<file path="config.mk">
export PLATFORM = sky130hd
export DESIGN_NAME = eu_pipe_flat
export DESIGN_NICKNAME = d
export VERILOG_FILES = /design/src/rtl/eu_pipe_if.sv /design/src/rtl/eu_pipe.sv /design/src/flat_wrapper.sv
export SDC_FILE = /design/constraint.sdc
export NUM_CORES = 1
export LEC_CHECK = 0
export ABC_AREA = 1
export CAP_MARGIN = 20
export CORE_UTILIZATION = 48
export DETAILED_ROUTE_END_ITERATION = 7
export GPL_ROUTABILITY_DRIVEN = 0
export PLACE_DENSITY = 0.76
export SYNTH_ARGS = -nofsm -noshare
export SYNTH_HDL_FRONTEND = slang
export SYNTH_SLANG_ARGS = --single-unit
</file>
<file path="constraint.sdc">
create_clock -name clk -period 4.5 [get_ports clk]
set_input_delay 1.35 -clock clk [delete_from_list [all_inputs] [get_ports clk]]
set_output_delay 1.35 -clock clk [all_outputs]
set_load 0.05 [all_outputs]
</file>
<file path="src/rtl/eu_pipe_if.sv">
// Bus bundle for eu_pipe: instruction handshake, data-memory port and writeback port.
// The slave modport is the execution unit; the master drives instructions and models memory.
interface eu_pipe_if #(
    parameter int DATA_W = 8,
    parameter int REG_AW = 3,
    parameter int MEM_AW = 4
);
    // Handshake: an instruction transfers on a rising edge where in_valid && in_ready;
    // the master holds every instruction field stable while in_valid=1 and in_ready=0.
    logic              in_valid;
    logic              in_ready;
    logic [3:0]        opcode;
    logic [REG_AW-1:0] dest_reg;
    logic [MEM_AW-1:0] mem_addr;
    logic [DATA_W-1:0] operandA;
    logic [DATA_W-1:0] operandB;

    logic              mem_re;
    logic              mem_we;
    logic [MEM_AW-1:0] mem_addr_out;
    logic [DATA_W-1:0] mem_wdata;
    logic [DATA_W-1:0] mem_rdata;
    logic              mem_rvalid;

    logic              wb_valid;
    logic [REG_AW-1:0] wb_reg;
    logic [DATA_W-1:0] wb_data;
    logic [3:0]        flags;

    logic              dbg_state;

    modport slave (
        input  in_valid, opcode, dest_reg, mem_addr, operandA, operandB,
        input  mem_rdata, mem_rvalid,
        output in_ready, mem_re, mem_we, mem_addr_out, mem_wdata,
        output wb_valid, wb_reg, wb_data, flags, dbg_state
    );

    modport master (
        output in_valid, opcode, dest_reg, mem_addr, operandA, operandB,
        output mem_rdata, mem_rvalid,
        input  in_ready, mem_re, mem_we, mem_addr_out, mem_wdata,
        input  wb_valid, wb_reg, wb_data, flags, dbg_state
    );
endinterface

</file>
<file path="src/rtl/eu_pipe.sv">
// Registered execution unit: single-cycle ALU writeback, STORE write strobe,
// and LOAD with a variable-latency memory read that stalls the front end.
module eu_pipe #(
    parameter int DATA_W = 8,
    parameter int REG_AW = 3,
    parameter int MEM_AW = 4
) (
    input logic      clk,
    input logic      reset,
    eu_pipe_if.slave bus
);
    localparam int MSB = DATA_W - 1;
    localparam logic [DATA_W-1:0] ONE = {{(DATA_W-1){1'b0}}, 1'b1};

    localparam logic [3:0] OP_NOP   = 4'h0;
    localparam logic [3:0] OP_ADD   = 4'h1;
    localparam logic [3:0] OP_SUB   = 4'h2;
    localparam logic [3:0] OP_AND   = 4'h3;
    localparam logic [3:0] OP_OR    = 4'h4;
    localparam logic [3:0] OP_XOR   = 4'h5;
    localparam logic [3:0] OP_INC   = 4'h6;
    localparam logic [3:0] OP_DEC   = 4'h7;
    localparam logic [3:0] OP_NOT   = 4'h8;
    localparam logic [3:0] OP_NEG   = 4'h9;
    localparam logic [3:0] OP_SHR   = 4'hA;
    localparam logic [3:0] OP_SHL   = 4'hB;
    localparam logic [3:0] OP_ROR   = 4'hC;
    localparam logic [3:0] OP_ROL   = 4'hD;
    localparam logic [3:0] OP_LOAD  = 4'hE;
    localparam logic [3:0] OP_STORE = 4'hF;

    typedef enum logic {
        ST_IDLE     = 1'b0,
        ST_WAIT_MEM = 1'b1
    } state_t;

    state_t            r_state;
    state_t            w_state_nxt;

    logic              w_accept;
    logic [DATA_W-1:0] w_a;
    logic [DATA_W-1:0] w_b;
    logic [DATA_W:0]   w_ext;
    logic [DATA_W-1:0] w_res;
    logic              w_c;
    logic              w_v;
    logic              w_is_alu;
    logic [3:0]        w_flags;

    logic              r_wb_valid;
    logic [REG_AW-1:0] r_wb_reg;
    logic [DATA_W-1:0] r_wb_data;
    logic [3:0]        r_flags;
    logic              r_mem_re;
    logic              r_mem_we;
    logic [MEM_AW-1:0] r_mem_addr_out;
    logic [DATA_W-1:0] r_mem_wdata;
    logic [REG_AW-1:0] r_load_reg;

    assign w_a          = bus.operandA;
    assign w_b          = bus.operandB;
    assign bus.in_ready = (r_state == ST_IDLE) && !reset;
    assign w_accept     = bus.in_valid && bus.in_ready;

    always_ff @(posedge clk) begin
        if (reset) begin
            r_state <= ST_IDLE;
        end else begin
            r_state <= w_state_nxt;
        end
    end

    // mem_rvalid is honoured from the mem_re cycle onward, so zero-wait memory works.
    always_comb begin
        w_state_nxt = r_state;
        case (r_state)
            ST_IDLE: begin
                if (w_accept && (bus.opcode == OP_LOAD)) begin
                    w_state_nxt = ST_WAIT_MEM;
                end
            end
            ST_WAIT_MEM: begin
                if (bus.mem_rvalid) begin
                    w_state_nxt = ST_IDLE;
                end
            end
            default: w_state_nxt = ST_IDLE;
        endcase
    end

    // Subtract-type ops take C as borrow, i.e. the extended bit of the wrapped difference.
    always_comb begin
        w_ext    = '0;
        w_res    = '0;
        w_c      = 1'b0;
        w_v      = 1'b0;
        w_is_alu = 1'b1;
        case (bus.opcode)
            OP_ADD: begin
                w_ext = {1'b0, w_a} + {1'b0, w_b};
                w_res = w_ext[MSB:0];
                w_c   = w_ext[DATA_W];
                w_v   = (w_a[MSB] == w_b[MSB]) && (w_res[MSB] != w_a[MSB]);
            end
            OP_SUB: begin
                w_ext = {1'b0, w_a} - {1'b0, w_b};
                w_res = w_ext[MSB:0];
                w_c   = w_ext[DATA_W];
                w_v   = (w_a[MSB] != w_b[MSB]) && (w_res[MSB] != w_a[MSB]);
            end
            OP_INC: begin
                w_ext = {1'b0, w_a} + {1'b0, ONE};
                w_res = w_ext[MSB:0];
                w_c   = w_ext[DATA_W];
                w_v   = !w_a[MSB] && w_res[MSB];
            end
            OP_DEC: begin
                w_ext = {1'b0, w_a} - {1'b0, ONE};
                w_res = w_ext[MSB:0];
                w_c   = w_ext[DATA_W];
                w_v   = w_a[MSB] && !w_res[MSB];
            end
            OP_NEG: begin
                w_ext = {(DATA_W+1){1'b0}} - {1'b0, w_a};
                w_res = w_ext[MSB:0];
                w_c   = w_ext[DATA_W];
                w_v   = w_a[MSB] && w_res[MSB];
            end
            OP_AND: w_res = w_a & w_b;
            OP_OR:  w_res = w_a | w_b;
            OP_XOR: w_res = w_a ^ w_b;
            OP_NOT: w_res = ~w_a;
            OP_SHR: begin
                w_res = {1'b0, w_a[MSB:1]};
                w_c   = w_a[0];
            end
            OP_SHL: begin
                w_res = {w_a[MSB-1:0], 1'b0};
                w_c   = w_a[MSB];
            end
            OP_ROR: begin
                w_res = {w_a[0], w_a[MSB:1]};
                w_c   = w_a[0];
            end
            OP_ROL: begin
                w_res = {w_a[MSB-1:0], w_a[MSB]};
                w_c   = w_a[MSB];
            end
            default: w_is_alu = 1'b0;
        endcase
    end

    assign w_flags = {(w_res == '0), w_res[MSB], w_c, w_v};

    always_ff @(posedge clk) begin
        if (reset) begin
            r_wb_valid     <= 1'b0;
            r_wb_reg       <= '0;
            r_wb_data      <= '0;
            r_flags        <= '0;
            r_mem_re       <= 1'b0;
            r_mem_we       <= 1'b0;
            r_mem_addr_out <= '0;
            r_mem_wdata    <= '0;
            r_load_reg     <= '0;
        end else begin
            r_wb_valid <= 1'b0;
            r_mem_re   <= 1'b0;
            r_mem_we   <= 1'b0;
            if (w_accept) begin
                if (w_is_alu) begin
                    r_wb_valid <= 1'b1;
                    r_wb_reg   <= bus.dest_reg;
                    r_wb_data  <= w_res;
                    r_flags    <= w_flags;
                end else if (bus.opcode == OP_LOAD) begin
                    r_mem_re       <= 1'b1;
                    r_mem_addr_out <= bus.mem_addr;
                    r_load_reg     <= bus.dest_reg;
                end else if (bus.opcode == OP_STORE) begin
                    r_mem_we       <= 1'b1;
                    r_mem_addr_out <= bus.mem_addr;
                    r_mem_wdata    <= bus.operandA;
                end
            end
            if ((r_state == ST_WAIT_MEM) && bus.mem_rvalid) begin
                r_wb_valid <= 1'b1;
                r_wb_reg   <= r_load_reg;
                r_wb_data  <= bus.mem_rdata;
            end
        end
    end

    assign bus.wb_valid     = r_wb_valid;
    assign bus.wb_reg       = r_wb_reg;
    assign bus.wb_data      = r_wb_data;
    assign bus.flags        = r_flags;
    assign bus.mem_re       = r_mem_re;
    assign bus.mem_we       = r_mem_we;
    assign bus.mem_addr_out = r_mem_addr_out;
    assign bus.mem_wdata    = r_mem_wdata;
    assign bus.dbg_state    = (r_state == ST_WAIT_MEM);
endmodule

</file>
<file path="src/flat_wrapper.sv">
// flat-port wrapper written by rule: the top's interface ports become plain ports
module eu_pipe_flat 
#(
    parameter int DATA_W = 8,
    parameter int REG_AW = 3,
    parameter int MEM_AW = 4
)
  (clk, reset, bus_in_valid, bus_opcode, bus_dest_reg, bus_mem_addr, bus_operandA, bus_operandB, bus_mem_rdata, bus_mem_rvalid, bus_in_ready, bus_mem_re, bus_mem_we, bus_mem_addr_out, bus_mem_wdata, bus_wb_valid, bus_wb_reg, bus_wb_data, bus_flags, bus_dbg_state);
  eu_pipe_if #(.DATA_W(DATA_W), .REG_AW(REG_AW), .MEM_AW(MEM_AW)) bus_i ();
  input logic clk;
  input logic reset;
  input wire logic [$bits(bus_i.in_valid)-1:0] bus_in_valid;
  input wire logic [$bits(bus_i.opcode)-1:0] bus_opcode;
  input wire logic [$bits(bus_i.dest_reg)-1:0] bus_dest_reg;
  input wire logic [$bits(bus_i.mem_addr)-1:0] bus_mem_addr;
  input wire logic [$bits(bus_i.operandA)-1:0] bus_operandA;
  input wire logic [$bits(bus_i.operandB)-1:0] bus_operandB;
  input wire logic [$bits(bus_i.mem_rdata)-1:0] bus_mem_rdata;
  input wire logic [$bits(bus_i.mem_rvalid)-1:0] bus_mem_rvalid;
  output wire logic [$bits(bus_i.in_ready)-1:0] bus_in_ready;
  output wire logic [$bits(bus_i.mem_re)-1:0] bus_mem_re;
  output wire logic [$bits(bus_i.mem_we)-1:0] bus_mem_we;
  output wire logic [$bits(bus_i.mem_addr_out)-1:0] bus_mem_addr_out;
  output wire logic [$bits(bus_i.mem_wdata)-1:0] bus_mem_wdata;
  output wire logic [$bits(bus_i.wb_valid)-1:0] bus_wb_valid;
  output wire logic [$bits(bus_i.wb_reg)-1:0] bus_wb_reg;
  output wire logic [$bits(bus_i.wb_data)-1:0] bus_wb_data;
  output wire logic [$bits(bus_i.flags)-1:0] bus_flags;
  output wire logic [$bits(bus_i.dbg_state)-1:0] bus_dbg_state;
  assign bus_i.in_valid = bus_in_valid;
  assign bus_i.opcode = bus_opcode;
  assign bus_i.dest_reg = bus_dest_reg;
  assign bus_i.mem_addr = bus_mem_addr;
  assign bus_i.operandA = bus_operandA;
  assign bus_i.operandB = bus_operandB;
  assign bus_i.mem_rdata = bus_mem_rdata;
  assign bus_i.mem_rvalid = bus_mem_rvalid;
  assign bus_in_ready = bus_i.in_ready;
  assign bus_mem_re = bus_i.mem_re;
  assign bus_mem_we = bus_i.mem_we;
  assign bus_mem_addr_out = bus_i.mem_addr_out;
  assign bus_mem_wdata = bus_i.mem_wdata;
  assign bus_wb_valid = bus_i.wb_valid;
  assign bus_wb_reg = bus_i.wb_reg;
  assign bus_wb_data = bus_i.wb_data;
  assign bus_flags = bus_i.flags;
  assign bus_dbg_state = bus_i.dbg_state;
  eu_pipe #(.DATA_W(DATA_W), .REG_AW(REG_AW), .MEM_AW(MEM_AW)) u_core (.clk(clk), .reset(reset), .bus(bus_i));
endmodule
</file>
==> Yosys cells after proc, flatten, opt, wreduce, memory -nomap -nowiden <==
Cells that the tools add are included.
{ "word_totals": {"input_bits": 39, "reg_bits": 34, "wordCells": 88} }
{ "op_classes": {"eq_ne": 19, "add_sub_neg": 5, "n_bitwise": 8, "n_reduce_logical": 26, "mux": 20} }
{ "op_table": {"columns": ["cell", "n"], "rows": [
  ["case mux 8 bit (13 select lines)", 1],
  ["== test 4 bit, second input constant", 8],
  ["two-way mux 8 bit", 3],
  ["== test 4 x 3 -> 1 bit, second input constant", 4],
  ["OR reduction 13 bit", 1],
  ["adder 8 x 1 -> 9 bit, second input constant", 1],
  ["adder 8 x 8 -> 9 bit", 1],
  ["logical AND 1 bit", 9],
  ["two-way mux 3 bit", 3],
  ["subtractor 1 x 8 -> 9 bit, first input constant", 1],
  ["subtractor 8 x 1 -> 9 bit, second input constant", 1],
  ["subtractor 8 x 8 -> 9 bit", 1],
  ["AND 8 bit", 1],
  ["== test 4 x 2 -> 1 bit, second input constant", 2],
  ["zero test 8 bit", 1],
  ["two-way mux 1 bit", 8],
  ["two-way mux 4 bit", 2],
  ["NOT 8 bit", 1],
  ["bitwise OR 8 bit", 1],
  ["XOR 8 bit", 1],
  ["case mux 1 bit (7 select lines)", 1],
  ["AND reduction 3 bit", 2],
  ["nonzero test 2 bit", 3],
  ["case mux 1 bit (5 select lines)", 1],
  ["11 further kinds", 20]
]} }

==> Logic depth before layout (Yosys ltp) <==
Gate-level depths: netlist of the first run.
{ "logic_depth": {"ltp_word": 6, "ltp_mapped": 16, "depth_no_buf": 15} }

==> Worst setup path after synthesis of the first run <==
OpenSTA, ideal clock, no wires.
{ "synth_timing": {"path_type": "input to output", "start": "input port reset", "end": "output port bus_in_ready", "path_stages": 1, "path_buffers": 0, "arrival_ns": 2.024, "slack_ns": 1.126, "cell_sequence": "nor2_1"} }
{ "synth_via": {"elab_chain_len": 2} }
{ "synth_rtl": {"columns": ["item", "line", "source"], "rows": [
  ["start: declaration", "flat_wrapper.sv:11", "input logic reset;"],
  ["zero test 1 bit", "eu_pipe.sv:62", "assign bus.in_ready = (r_state == ST_IDLE) && !reset;"],
  ["logical AND 1 bit", "eu_pipe.sv:62", null],
  ["end: declaration", "flat_wrapper.sv:20", "output wire logic [$bits(bus_i.in_ready)-1:0] bus_in_ready;"]
]} }
No other way between the ends.

==> Final worst setup path of the first run <==
{ "layout_timing": {"start": "input port bus_operandA[0]", "end": "register u_core.r_flags[3] (netlist: u_core.bus.flags[3])"} }
{ "layout_via": {"elab_chain_len": 3} }
{ "layout_rtl": {"columns": ["item", "line", "source"], "rows": [
  ["start: declaration", "flat_wrapper.sv:16", "input wire logic [$bits(bus_i.operandA)-1:0] bus_operandA;"],
  ["subtractor 1 x 8 -> 9 bit (tied with other cells)", "eu_pipe.sv:124", "w_ext = {(DATA_W+1){1'b0}} - {1'b0, w_a};"],
  ["case mux 8 bit (13 select lines) (*)", "eu_pipe.sv:98", "case (bus.opcode)"],
  ["zero test 8 bit (*)", "eu_pipe.sv:153", "assign w_flags = {(w_res == '0), w_res[MSB], w_c, w_v};"],
  ["end signal: assignment", "eu_pipe.sv:175", "r_flags <= w_flags;"],
  ["end: declaration", "eu_pipe.sv:53", "logic [3:0] r_flags;"]
]} }
Every way passes the cells marked *; elsewhere a longest branch is shown, timed or not.
A chain may end at the register's enable or synchronous reset.

==> results of run 1 <==
[cell type report]
type                       count  share of cell area, %
timing repair buffer          80                   18.5
sequential                    34                   16.0
inverter                      67                   6.02
clock inverter                 1                  0.705
tap                           80                   2.35
clock buffer                   6                   1.94
multi-input combinational    454                   54.5
[path summary, 6_finish.rpt]
| path | to | cells past startpoint |
|---|---|---|
| setup / recovery | u_core.bus.flags[3]$_SDFFE_PP0P_ | 16 |
| hold / removal | u_core.bus.flags[2]$_SDFFE_PP0P_ | 2 |
| setup reg to reg | u_core.bus.wb_data[2]$_SDFFE_PP0P_ | 11 |
| hold reg to reg | u_core.bus.flags[2]$_SDFFE_PP0P_ | 2 |
[power breakdown]
part	internal [mW]	switching (mW)
sequential	0.311	0.00470
clock	0.177	0.108
combinational	0.120	0.212
[routing by layer]
| metal | track usage (%) | vias to the layer above |
|---|---|---|
| met2 | 48.3 | 228 |
| met4 | 11.2 | 0 |
| li1 | - | 1980 |
| met1 | 37.7 | 1779 |
| met5 | 0 | - |
| met3 | 5.35 | 45 |
[cells by family after synthesis]
group	share of synthesized area [%]
and+or+nand+nor	43.1
AOI/OAI and AO/OA	13.4
buffers and inverters	9.91
DFF	20.4
adders and majority gates	12.1
xor gates and xnor gates	1.05
[stage by stage]
step | hold slack, ns | instance area [um^2] | std cells
finish | 0.474 | 4260 | 722
global route | 0.494 | 4260 | 722
global placement | 0.453 | 4150 | 715
detailed placement | 0.462 | 4150 | 715
floorplan | 0.478 | 3330 | 568
CTS | 0.473 | 4260 | 722
[synth_stat cells (all sizes together) (2+ instances only)]
cell type	number	area, um^2
inv	66	253
ha	29	363
o211ai	2	15.0
or2	4	25.0
nor2	92	382
a21oi	30	150
nand3b	3	22.5
nand2	169	637
xor2	3	26.3
fa	2	40.0
nand4	9	56.3
nor3	2	10.0
o221ai	3	26.3
nand3	59	305
clkbuf	3	12.5
dfxtp	34	681
buf	10	61.3
o21ai	35	179
a31oi	6	37.5
[worst max-delay path, stage by stage]
cell	delay, ns
clkdlybuf4s50_1	0.63
inv_1	0.21
ha_1	0.26
fa_1	0.49
inv_1	0.04
nand3_1	0.07
nand2_1	0.06
inv_1	0.05
nand2_1	0.04
nor2_1	0.08
nand2_1	0.08
nor2_1	0.09
nand3_1	0.08
nor2_1	0.17
nand3_1	0.10
a21oi_1	0.12
==> run metrics, run 1 <==
status complete, no violations; Top Metal Used met4; Nets 712; RSZ-0062 raised after global routing false; crit start category input port; FF+latch count, synth 34; # diodes 0; Max VDD drop 0.000114 V; FF+latch area 681 um^2; drt total wl 10700 um; Clock Skew 0.00294 ns; TNS Setup 0 ns; Syn Std Cell Area 3330 um^2; DRC viols 0; core footprint 6760 um^2; RR Startpoint u_core.bus.dbg_state$_SDFF_PP0_; Avg Inst Size Synth 5.87 um^2; CTS Root Cell clkbuf_8; CP startpoint bus_operandA[0]; R2R Setup Slk 2.62 ns; vias per cell 5.58; global-route wire length before repair 16900 um; setup bufs post-CTS 0; clk sink count 34; Final WS setup 0.803 ns; met2 wire length 4810 um; CTS max path bufs 2; H-tree depth 2; Cell Pwr Density 219 nW/um^2; Overflow after GRT 0; Min Clock Period, post-route 3.70 ns; met1 wire length 4510 um; Cells after Synth 568; Worst setup EP type register; Layout fillers 664; DIE HEIGHT 85.3 um; most common cell after layout, fill and taps aside nand2_1; Post-synth EDFFs 0; CP arrival 3.92 ns; Max Slew Vio Count 0; drt wl/cell 14.8 um; metal3 WL 927 um; worst slew pin tran 0.661 ns; DP Worst Slack 0.592 ns; PortBufs 70; total CTS buffers 5; final core occ 63.0%; Min-Delay Path Class reg2reg; vias in the first global route 3540; period utilisation layout 82.2%; Post-synth top flop dfxtp_1; Final Hold Viols 0; starting density of the core 49.3%; DRT antenna net count 0; Iteration-0 DRC Markers 355; Mapped Nets 638; CTS tree yes; vias 4032; max_cap viols 0; Power Total 0.933 mW; final setup fails 0; most frequent cells in the layout nand2_1 (168), nor2_1 (85), clkdlybuf4s50_1 (69), inv_1 (60), nand3_1 (57); die area 7280 um^2; dpl hpwl 8430 um; Die X 85.3 um; CTS resizes 0; pin count of the biggest net entering global routing 20; fmax 270 MHz; initial antenna violation count 0; footprint of the multi-input gates 2320 um^2; later-pin clock latency in the skew report 0.28 ns; # IOs 71; sequential area share after synthesis 20.4%; critical-path maximum fanout 8; P&R area growth vs syn 27.7%; Async SR Flop Fraction 0%; first-pass iteration count of the detailed router 8; post-synth cell types 39; layout cell share with drive strength beyond 1 5.92%; Ys Warns 0; Max-Slew Margin vs Limit 55.8%; worst path required time 4.72 ns; Global Route Usage Sum 29.2%; Site Rows 30; Pleak 2.03 nW; Worst-path clk slew 0.07 ns; Hold-fix buffers, CTS 0; critical path class in2reg; Hold Startpoint u_core.bus.flags[2]$_SDFFE_PP0P_
Note: power is estimated with default switching activity, not from simulation.
==> run 2, diff against run 1 <==
--- a/config.mk
+++ b/config.mk
@@ -7,10 +7,10 @@
 export LEC_CHECK = 0
 export ABC_AREA = 1
 export CAP_MARGIN = 20
-export CORE_UTILIZATION = 48
+export CORE_UTILIZATION = 47
 export DETAILED_ROUTE_END_ITERATION = 7
 export GPL_ROUTABILITY_DRIVEN = 0
-export PLACE_DENSITY = 0.76
+export PLACE_DENSITY = 0.78
 export SYNTH_ARGS = -nofsm -noshare
 export SYNTH_HDL_FRONTEND = slang
 export SYNTH_SLANG_ARGS = --single-unit
==> constraint.sdc (replaced) <==
create_clock -name clk -period 3.09 [get_ports clk]
set_input_delay 0.927 -clock clk [delete_from_list [all_inputs] [get_ports clk]]
set_output_delay 0.927 -clock clk [all_outputs]
set_load 0.05 [all_outputs]
==> run 2 against run 1 <==
Effect of this change:
- worst hold slack lost 0.0057 ns
- sequential share of layout area fell by 0.85 points
- register-to-register slack got worse by 1.3 ns
- design area rose by 5.6%
- sequential power rose by 46%
- critical path depth shrank 3
- global-route usage grew 0.10 points
==> run metrics, run 2 (synthesis gave the netlist of run 1 again) <==
max_cap viols 0; r2r endpoint u_core.bus.flags[3]$_SDFFE_PP0P_; drt wl/cell 14.0 um; Die X 86.2 um; placed instance count 762; Cell Pwr Density 287 nW/um^2; drt total wl 10700 um; DRC viols 0; Non-Filler Instances 769; total CTS buffers 5; Max-Slew Margin vs Limit 60.9%; vias in the first global route 3700; clk sink count 34; Final WS setup 0.222 ns; PortBufs 70; DP Worst Slack -0.194 ns; Final Hold Viols 0; DIE HEIGHT 86.2 um; Worst setup EP type register; FF+latch area 681 um^2; Global Route Usage Sum 29.3%; layout cell share with drive strength beyond 1 10.5%; CP cell instances clkdlybuf4s50_1 > inv_1 > ha_1 > or2_2 > o21ai_4 > nand2_1 > nand2_1 > nand2_1 > nand3_1 > nand3_1 > nor2_1 > nand3_1 > a21oi_1; CTS Root Cell clkbuf_8; Pleak 2.19 nW; footprint of the multi-input gates 2340 um^2; Iteration-0 DRC Markers 362; RSZ-0062 raised after global routing false; pin count of the biggest net entering global routing 20; worst slew pin tran 0.584 ns; reg2reg path depth 10; fmax 349 MHz; die area 7430 um^2; starting density of the core 48.8%; crit-path max cell delay 0.47 ns; most frequent cells in the layout nand2_1 (168), nor2_1 (84), clkdlybuf4s50_1 (67), inv_1 (60), nand3_1 (57); critical path class in2reg; CP top delay family simple AND/OR/NAND/NOR gates; R2R Setup Slk 1.28 ns; initial antenna violation count 0; # IOs 71; global-route wire length before repair 17200 um; CTS resizes 0; Site Rows 30; CP arrival 3.09 ns; setup bufs post-CTS 0; TNS Setup 0 ns; vias 4120; WHS 0.469 ns; Layout fillers 674; period utilisation layout 92.8%; Max Slew Vio Count 0; first-pass iteration count of the detailed router 5; dpl hpwl 8730 um; CP max stage cell clkdlybuf4s50_1; Clock Skew 0.00660 ns; Hold-fix buffers, CTS 0; Max VDD drop 0.000140 V; CP startpoint bus_operandA[1]; worst path required time 3.32 ns; WP depth 13; Overflow after GRT 0; # diodes 0; Nets 743; CTS max path bufs 2; DRT antenna net count 0; core footprint 6830 um^2; critical-path maximum fanout 4; Worst-path clk slew 0.07 ns; final setup fails 0; P&R area growth vs syn 34.9%; CTS tree yes; most common cell after layout, fill and taps aside nand2_1; Min-Delay Path Class reg2reg; Min Clock Period, post-route 2.87 ns; H-tree depth 2; Crit path buffers/inverters 2; status complete, no violations; worst setup path endpoint u_core.bus.flags[3]$_SDFFE_PP0P_; later-pin clock latency in the skew report 0.29 ns; crit start category input port; vias per cell 5.36; RR Startpoint u_core.bus.dbg_state$_SDFF_PP0_
run 2: changes by cell type in the layout (fill, tap and decap cells not counted), sizes merged:
cell,previous run,this run
buf,11,42
bufinv,1,0
clkbuf,6,5
clkdlybuf4s50,69,67
clkinv,1,3
dlymetal6s2s,0,2
run 2: through the flow:
stage | utilization [%] | area [um^2] | total power, mW
after floorplan | - | 3330 | 0.767
after global placement | 64.4 | 4400 | 0.966
after detailed placement | 64.4 | 4400 | 0.975
after CTS | 65.5 | 4480 | 1.28
after global routing | 65.8 | 4500 | 1.36
final | 65.8 | 4500 | 1.29
run 2: worst reg2reg max path: stages, from the launching register on:
cell	delay (ns)
dfxtp_1	0.34
nor2_1	0.24
nand2_1	0.15
inv_1	0.12
nand3_2	0.10
buf_4	0.19
nor3_2	0.17
nand3_1	0.11
nor2_2	0.12
nand3_1	0.09
a21oi_1	0.13
run 2: routing by layer:
metal	track usage, %	routed length [um]	vias to the layer above
met5	0	0	-
li1	-	-	2041
met4	12.6	400	0
met3	4.10	918	38
met1	37.2	4450	1843
met2	49.6	4970	198
run 2: worst min-delay path by stage:
stage	slack (ns)	start	end	cells after the start
floorplan	0.48	u_core.r_load_reg[0]$_SDFFE_PP0P_	u_core.r_load_reg[0]$_SDFFE_PP0P_	2
global placement	0.46	u_core.bus.flags[1]$_SDFFE_PP0P_	u_core.bus.flags[1]$_SDFFE_PP0P_	2
detailed placement	0.46	u_core.bus.flags[2]$_SDFFE_PP0P_	u_core.bus.flags[2]$_SDFFE_PP0P_	2
CTS	0.47	u_core.bus.flags[2]$_SDFFE_PP0P_	u_core.bus.flags[2]$_SDFFE_PP0P_	2
global route	0.48	u_core.bus.flags[2]$_SDFFE_PP0P_	u_core.bus.flags[2]$_SDFFE_PP0P_	2
finish	0.47	u_core.bus.flags[2]$_SDFFE_PP0P_	u_core.bus.flags[2]$_SDFFE_PP0P_	2
run 2: report_power, final:
| part | leakage (nW) | switching [mW] | internal [mW] |
|---|---|---|---|
| Sequential | 0.276 | 0.00704 | 0.453 |
| Clock | 0.0438 | 0.163 | 0.151 |
| Combinational | 1.87 | 0.314 | 0.205 |
run 2: final cells by class:
type,count,share of cell area [%]
multi-input cells,454,52.0
repair buffers,111,22.8
flip-flops and latches,34,15.1
inverters,67,5.70
well taps,96,2.67
clock buffers,5,1.53
clock inverters,2,0.223
==> run 3, diff against run 2 <==
--- a/config.mk
+++ b/config.mk
@@ -10,6 +10,7 @@
 export CORE_UTILIZATION = 47
 export DETAILED_ROUTE_END_ITERATION = 7
 export GPL_ROUTABILITY_DRIVEN = 0
+export HOLD_SLACK_MARGIN = 0.03
 export PLACE_DENSITY = 0.78
 export SYNTH_ARGS = -nofsm -noshare
 export SYNTH_HDL_FRONTEND = slang
==> results of run 3 <==
The final DEF is identical to that of run 2; final timing and power are the same.
